### src/rtl/tlul_pkg.sv
// Minimal TileLink-UL payload types used on the management peripherals crossbar.
package tlul_pkg;

    localparam int unsigned TL_AW  = 32;
    localparam int unsigned TL_DW  = 32;
    localparam int unsigned TL_DBW = TL_DW / 8;
    localparam int unsigned TL_SZW = 2;
    localparam int unsigned TL_AIW = 8;

    typedef enum logic [2:0] {
        PutFullData    = 3'h0,
        PutPartialData = 3'h1,
        Get            = 3'h4
    } tl_a_op_e;

    typedef enum logic [2:0] {
        AccessAck     = 3'h0,
        AccessAckData = 3'h1
    } tl_d_op_e;

    typedef struct packed {
        logic              a_valid;
        tl_a_op_e          a_opcode;
        logic [2:0]        a_param;
        logic [TL_SZW-1:0] a_size;
        logic [TL_AIW-1:0] a_source;
        logic [TL_AW-1:0]  a_address;
        logic [TL_DBW-1:0] a_mask;
        logic [TL_DW-1:0]  a_data;
        logic              d_ready;
    } tl_h2d_t;

    typedef struct packed {
        logic              d_valid;
        tl_d_op_e          d_opcode;
        logic [2:0]        d_param;
        logic [TL_SZW-1:0] d_size;
        logic [TL_AIW-1:0] d_source;
        logic              d_sink;
        logic [TL_DW-1:0]  d_data;
        logic              d_error;
        logic              a_ready;
    } tl_d2h_t;

endpackage

### src/rtl/vicuna_ctrl.sv
// Run control for the Vicuna worker cores: per-core reset sequencing, done interrupts, TL-UL registers.
// Optional per-core run-time cycle counters are built when VICUNA_CTRL_CYCLE_CNT_EN is defined.
module vicuna_ctrl
    import tlul_pkg::*;
#(
    parameter int unsigned NumCores      = 2,
    parameter int unsigned RstHoldCycles = 4
) (
    input  logic                clk_i,
    input  logic                rst_ni,
    input  tl_h2d_t             tl_i,
    output tl_d2h_t             tl_o,
    output logic [NumCores-1:0] core_rst_no,
    input  logic [NumCores-1:0] core_done_i,
    output logic                irq_o
);

    localparam int unsigned HoldW = (RstHoldCycles > 1) ? $clog2(RstHoldCycles) : 1;
    localparam int unsigned CntW  = 32;
    localparam logic [HoldW-1:0] HoldLoad = HoldW'(RstHoldCycles - 1);

    localparam logic [7:0] AddrStart   = 8'h00;
    localparam logic [7:0] AddrStop    = 8'h04;
    localparam logic [7:0] AddrStatus  = 8'h08;
    localparam logic [7:0] AddrIrqPend = 8'h0C;
    localparam logic [7:0] AddrIrqEn   = 8'h10;

    typedef enum logic [1:0] {
        ST_IDLE = 2'd0,
        ST_HOLD = 2'd1,
        ST_RUN  = 2'd2,
        ST_DONE = 2'd3
    } core_state_e;

    core_state_e         r_state [NumCores];
    logic [HoldW-1:0]    r_hold_cnt [NumCores];
    logic [NumCores-1:0] r_core_rst_n;
    logic [NumCores-1:0] r_irq_pend;
    logic [NumCores-1:0] r_irq_en;
    logic                r_irq;

    logic                r_rsp_valid;
    tl_d_op_e            r_rsp_op;
    logic [TL_SZW-1:0]   r_rsp_size;
    logic [TL_AIW-1:0]   r_rsp_source;
    logic [TL_DW-1:0]    r_rsp_data;
    logic                r_rsp_error;

    logic [7:0]          w_addr;
    logic [2:0]          w_cyc_idx;
    logic                w_accept, w_is_get, w_is_put;
    logic                w_hit_start, w_hit_stop, w_hit_status, w_hit_pend, w_hit_en, w_hit_cyc;
    logic                w_mapped, w_read_only, w_err, w_wr;
    logic [NumCores-1:0] w_start, w_stop, w_clr;
    logic [NumCores-1:0] w_enter_hold, w_done_set;
    logic [NumCores-1:0] w_pend_nxt, w_en_nxt;
    logic [TL_DW-1:0]    w_rdata;
    logic                w_unused_tl;

    // Request decode; the crossbar has already matched the device window.
    assign w_addr       = tl_i.a_address[7:0];
    assign w_cyc_idx    = w_addr[4:2];
    assign w_accept     = tl_i.a_valid & ~r_rsp_valid;
    assign w_is_get     = (tl_i.a_opcode == Get);
    assign w_is_put     = (tl_i.a_opcode == PutFullData);
    assign w_hit_start  = (w_addr == AddrStart);
    assign w_hit_stop   = (w_addr == AddrStop);
    assign w_hit_status = (w_addr == AddrStatus);
    assign w_hit_pend   = (w_addr == AddrIrqPend);
    assign w_hit_en     = (w_addr == AddrIrqEn);
    assign w_hit_cyc    = (w_addr[7:5] == 3'b001) && (w_addr[1:0] == 2'b00)
                          && (32'(w_cyc_idx) < NumCores);
    assign w_mapped     = w_hit_start | w_hit_stop | w_hit_status | w_hit_pend | w_hit_en | w_hit_cyc;
    assign w_read_only  = w_hit_status | w_hit_cyc;
    assign w_err        = ~(w_is_get | w_is_put) | (tl_i.a_mask != 4'hF) | (tl_i.a_size != 2'd2)
                          | ~w_mapped | (w_is_put & w_read_only);
    assign w_wr         = w_accept & w_is_put & ~w_err;

    assign w_start = (w_wr & w_hit_start) ? tl_i.a_data[NumCores-1:0] : '0;
    assign w_stop  = (w_wr & w_hit_stop)  ? tl_i.a_data[NumCores-1:0] : '0;
    assign w_clr   = (w_wr & w_hit_pend)  ? tl_i.a_data[NumCores-1:0] : '0;

    // STOP overrides both a START and a completion landing in the same cycle.
    always_comb begin
        w_enter_hold = '0;
        w_done_set   = '0;
        for (int n = 0; n < NumCores; n++) begin
            w_enter_hold[n] = w_start[n] & ~w_stop[n]
                              & ((r_state[n] == ST_IDLE) | (r_state[n] == ST_DONE));
            w_done_set[n]   = core_done_i[n] & ~w_stop[n] & (r_state[n] == ST_RUN);
        end
    end

    assign w_pend_nxt = w_done_set | (r_irq_pend & ~w_clr);
    assign w_en_nxt   = (w_wr & w_hit_en) ? tl_i.a_data[NumCores-1:0] : r_irq_en;

    // Per-core run-control FSMs; core reset is driven straight from a flop.
    always_ff @(posedge clk_i or negedge rst_ni) begin
        if (!rst_ni) begin
            for (int n = 0; n < NumCores; n++) begin
                r_state[n]    <= ST_IDLE;
                r_hold_cnt[n] <= '0;
            end
            r_core_rst_n <= '0;
        end else begin
            for (int n = 0; n < NumCores; n++) begin
                if (w_stop[n]) begin
                    r_state[n]      <= ST_IDLE;
                    r_core_rst_n[n] <= 1'b0;
                end else begin
                    case (r_state[n])
                        ST_IDLE, ST_DONE: begin
                            if (w_enter_hold[n]) begin
                                r_state[n]    <= ST_HOLD;
                                r_hold_cnt[n] <= HoldLoad;
                            end
                        end
                        ST_HOLD: begin
                            if (r_hold_cnt[n] == '0) begin
                                r_state[n]      <= ST_RUN;
                                r_core_rst_n[n] <= 1'b1;
                            end else begin
                                r_hold_cnt[n] <= r_hold_cnt[n] - HoldW'(1);
                            end
                        end
                        ST_RUN: begin
                            if (w_done_set[n]) begin
                                r_state[n]      <= ST_DONE;
                                r_core_rst_n[n] <= 1'b0;
                            end
                        end
                        default: r_state[n] <= ST_IDLE;
                    endcase
                end
            end
        end
    end

    // Interrupt state; irq_o is precomputed so it lands with the pending bit.
    always_ff @(posedge clk_i or negedge rst_ni) begin
        if (!rst_ni) begin
            r_irq_pend <= '0;
            r_irq_en   <= '0;
            r_irq      <= 1'b0;
        end else begin
            r_irq_pend <= w_pend_nxt;
            r_irq_en   <= w_en_nxt;
            r_irq      <= |(w_pend_nxt & w_en_nxt);
        end
    end

`ifdef VICUNA_CTRL_CYCLE_CNT_EN
    logic [CntW-1:0] r_cycles [NumCores];

    // Saturating run-time counters, frozen outside RUN.
    always_ff @(posedge clk_i or negedge rst_ni) begin
        if (!rst_ni) begin
            for (int n = 0; n < NumCores; n++) r_cycles[n] <= '0;
        end else begin
            for (int n = 0; n < NumCores; n++) begin
                if (w_enter_hold[n]) begin
                    r_cycles[n] <= '0;
                end else if ((r_state[n] == ST_RUN) && !w_stop[n] && (r_cycles[n] != '1)) begin
                    r_cycles[n] <= r_cycles[n] + CntW'(1);
                end
            end
        end
    end
`endif

    always_comb begin
        w_rdata = '0;
        if (w_hit_status) begin
            for (int n = 0; n < NumCores; n++) w_rdata[2*n +: 2] = r_state[n];
        end else if (w_hit_pend) begin
            w_rdata[NumCores-1:0] = r_irq_pend;
        end else if (w_hit_en) begin
            w_rdata[NumCores-1:0] = r_irq_en;
        end
`ifdef VICUNA_CTRL_CYCLE_CNT_EN
        else if (w_hit_cyc) begin
            for (int n = 0; n < NumCores; n++) begin
                if (w_cyc_idx == 3'(n)) w_rdata = r_cycles[n];
            end
        end
`endif
    end

    // Single outstanding response slot; data is captured at acceptance.
    always_ff @(posedge clk_i or negedge rst_ni) begin
        if (!rst_ni) begin
            r_rsp_valid  <= 1'b0;
            r_rsp_op     <= AccessAck;
            r_rsp_size   <= '0;
            r_rsp_source <= '0;
            r_rsp_data   <= '0;
            r_rsp_error  <= 1'b0;
        end else if (w_accept) begin
            r_rsp_valid  <= 1'b1;
            r_rsp_op     <= w_is_get ? AccessAckData : AccessAck;
            r_rsp_size   <= tl_i.a_size;
            r_rsp_source <= tl_i.a_source;
            r_rsp_data   <= (w_is_get && !w_err) ? w_rdata : '0;
            r_rsp_error  <= w_err;
        end else if (tl_i.d_ready) begin
            r_rsp_valid  <= 1'b0;
        end
    end

    always_comb begin
        tl_o          = '0;
        tl_o.d_valid  = r_rsp_valid;
        tl_o.d_opcode = r_rsp_op;
        tl_o.d_size   = r_rsp_size;
        tl_o.d_source = r_rsp_source;
        tl_o.d_data   = r_rsp_data;
        tl_o.d_error  = r_rsp_error;
        tl_o.a_ready  = ~r_rsp_valid;
    end

    assign core_rst_no = r_core_rst_n;
    assign irq_o       = r_irq;

    assign w_unused_tl = ^{tl_i.a_param, tl_i.a_address, tl_i.a_data};

endmodule
### config.mk
export PLATFORM = sky130hd
export DESIGN_NAME = vicuna_ctrl
export DESIGN_NICKNAME = d
export VERILOG_FILES = /design/src/rtl/tlul_pkg.sv /design/src/rtl/vicuna_ctrl.sv
export SDC_FILE = /design/constraint.sdc
export NUM_CORES = 1
export LEC_CHECK = 0
export CAP_MARGIN = 20
export CORE_AREA = 8 8 88 90
export DETAILED_ROUTE_END_ITERATION = 8
export DIE_AREA = 0 0 96 98
export MAX_ROUTING_LAYER = met4
export PLACE_DENSITY = 0.81
export SYNTH_ARGS = -nofsm -noshare
export SYNTH_HDL_FRONTEND = slang
export SYNTH_SLANG_ARGS = --single-unit
export TNS_END_PERCENT = 5
### constraint.sdc
create_clock -name clk_i -period 2.68 [get_ports clk_i]
set_input_delay 0.536 -clock clk_i [delete_from_list [all_inputs] [get_ports clk_i]]
set_output_delay 0.536 -clock clk_i [all_outputs]
set_load 0.005 [all_outputs]
==> results by group <==
Timing
  • Max Freq: 386 MHz
  • Final WS setup: 0.0895 ns
  • Final TNS setup: 0 ns
  • Tmin final: 2.59 ns
  • Skew final: 0.00349 ns
  • Final Hold Fails: 0
  • Hold Slack: 0.470 ns
  • # setup viols final: 0
  • Period Utilization, post-route: 0.967
  • Fin. max-slew vios: 0

Clock tree
  • Clock Sinks: 32
  • Longest Clk Path Bufs: 2
  • H-tree depth: 2
  • Clock root buffer: clkbuf_8
  • CTS tree: yes
  • Latest clock arrival within the worst-skew pair: 0.28 ns
  • Hold Buf Count CTS: 0
  • Clock slew at reported path FFs: 0.06 ns
  • CTS Buf Count: 5

Critical path
  • Launching point of the worst reg2reg path: r_rsp_valid
  • CP startpoint: tl_i[83]
  • CP max-delay cell: or4bb_4
  • Critical Path AT: 2.81 ns
  • Worst setup path class: input pin to register
  • CP cell instances: clkdlybuf4s50_1 > or4bb_4 > buf_4 > nor4_4 > nand4_1 > nor4_4 > a22o_1
  • R2r worst-path depth: 6
  • Crit-path max cell delay: 0.58 ns
  • Req. time, crit path: 2.90 ns
  • Startpoint types: input pin
  • Crit. End Element: register
  • CP dominant cell by count: nor4_4
  • Crit-path max FO: 3

Hold path
  • Worst hold path class: register to register
  • Hold_sp: r_rsp_source[6]
  • WHS Path Cells: 2

Yosys
  • Number of synthesized flops with an enable pin: 0
  • Post-Syn Area: 2170 um^2
  • Synth cell types: 51
  • Syn avg cell area: 8.59 um^2
  • Post-synth top flop: dfrtp_1
  • Asr flop ratio synth: 1.00
  • Syn Inst Count: 252
  • Seq/Total Area, Yosys: 0.370
  • Synth warnings: 0
  • Register bit total from synthesis: 32

Routing
  • Wire length per cell: 14.4 um
  • Post-route DRC: 0
  • DR vias/cell: 4.75
  • DR iter-0 viols: 99
  • Via Count: 1929
  • Post-Route WL: 5.84 mm
  • Post-DRT Antenna Nets: 0
  • Iteration count of the initial detailed-routing pass: 4

Power
  • PD cells: 441 nW/um^2
  • Peak supply drop: 0.000256 V
  • Pwr Total: 1.28 mW
  • Static Leak: 1.35 nW

Placement
  • Place WS: -0.197 ns
  • Dpl cells: 400
  • Port Buffer Count: 53
  • DP HPWL: 4.69 mm
  • GPL Wtd Cong: 0.882
  • Placed Area: 2810 um^2

Global route
  • Global-route wire length before repair: 9.36 mm
  • Total gr overflow: 0
  • Number of global-route vias before repair: 1996
  • Largest net degree at the start of global routing: 33
  • Initial antenna violation count: 0
  • Total GRT Usage: 0.129

Finish
  • Footprint of the multi-input gates: 1150 um^2
  • Util after Layout: 0.448
  • Final instance area: 2910 um^2
  • P&R area growth vs syn: 34.3%
  • NumNets Final: 425
  • Fillers: 664
  • Most common cell after layout, fill and taps aside: clkdlybuf4s50_1
  • Most frequent cells in the layout: clkdlybuf4s50_1, nand2_1, conb_1
  • FF+latch area: 801 um^2
  • Share of cells above drive strength 1: 0.123
  • Antenna diodes: 0
  • Non-Filler Instances: 406

Floorplanning
  • Die Wd: 96 um
  • Row cnt: 30
  • I/O pins: 145
  • Die H: 98 um
  • Die Area: 9410 um^2
  • CORE AREA: 6490 um^2
  • Initial core utilization: 0.334

Run
  • Max Cap Viol: 0

Run status
  • Status: complete, no violations
==> cell type report <==
type | instances | share of cell area
clock buffer | 5 | 0.0237
sequential | 32 | 0.275
tap | 80 | 0.0344
inverter | 16 | 0.0206
multi-input combinational | 193 | 0.394
timing repair buffer | 80 | 0.252
==> logic make-up (layout without fill, tap and decap cells) <==
logic type,count (synthesis),count (layout),synth area share
fa+ha+maj,7,7,0.0404
other cells,1,34,0.00173
simple gates,110,110,0.274
flops,32,32,0.370
buf+inv,60,101,0.170
compound gates,37,37,0.118
mux,5,5,0.0266
==> worst max-delay path, delay by kind of cell <==
kind	cells	cell delay [ns]
buffers and inverters	2	0.61
AND/OR/NAND/NOR	4	1.50
AO/OA/AOI/OAI	1	0.16
==> what timing repair did <==
action,4_1_cts,5_1_grt
setup buffers,0,1
gates resized for setup,0,4
setup endpoints to repair,0,2
==> cells in the mapped netlist, types with 2 or more instances <==
| cell | number | area (um^2) |
|---|---|---|
| nor2_1 | 14 | 52.6 |
| a21oi_1 | 10 | 50.1 |
| nor4_1 | 2 | 12.5 |
| o31a_1 | 2 | 17.5 |
| o31ai_1 | 2 | 15.0 |
| nand2_1 | 45 | 169 |
| o21ai_0 | 4 | 20.0 |
| or3_1 | 3 | 18.8 |
| and4_1 | 3 | 26.3 |
| ha_1 | 7 | 87.6 |
| nor4_2 | 3 | 37.5 |
| nand3_1 | 8 | 40.0 |
| nand2b_1 | 2 | 12.5 |
| nand4_1 | 5 | 31.3 |
| nand4b_1 | 2 | 17.5 |
| and2_1 | 3 | 18.8 |
| mux2_1 | 2 | 22.5 |
| nor2b_1 | 2 | 12.5 |
| nor3_1 | 6 | 30.0 |
| or4_1 | 3 | 22.5 |
| buf_4 | 38 | 285 |
| a22o_1 | 3 | 26.3 |
| clkbuf_1 | 6 | 22.5 |
| dfrtp_1 | 32 | 801 |
| o21ai_1 | 3 | 15.0 |
| inv_1 | 16 | 60.1 |
| mux2i_1 | 2 | 20.0 |
==> where the power goes <==
part           internal (mW)  switching (mW)
Clock                  0.167           0.166
Sequential             0.531          0.0349
Combinational          0.205           0.178
Total                  0.903           0.379
==> path summary, 6_finish.rpt <==
check	slack (ns)	to
setup / recovery	0.09	r_rsp_data[3]
hold / removal	0.47	r_rsp_source[6]
setup reg to reg	0.73	r_hold_cnt[0]
hold reg to reg	0.47	r_rsp_source[6]
max in group asynchronous	1.72	r_rsp_data[1]
min in group asynchronous	0.65	core_rst_no[0]
==> routing by layer <==
metal | wire length (um) | vias up | GRT usage
li1 | - | 956 | -
met1 | 2710 | 884 | 0.162
met2 | 2530 | 82 | 0.187
met3 | 535 | 7 | 0.0483
met4 | 55 | 0 | 0.0355
met5 | 0 | - | -
==> flip-flops by register name, summed over array words and instances, names as in the netlist <==
signal / cells
r_irq_en: 2
r_rsp_op: 1
irq_o: 1
core_rst_no: 2
r_irq_pend: 2
r_rsp_source: 8
r_rsp_data: 4
r_rsp_size: 2
r_rsp_error: 1
r_hold_cnt: 4
r_rsp_valid: 1
r_state: 4
Note: power is estimated with default switching activity, not from simulation.
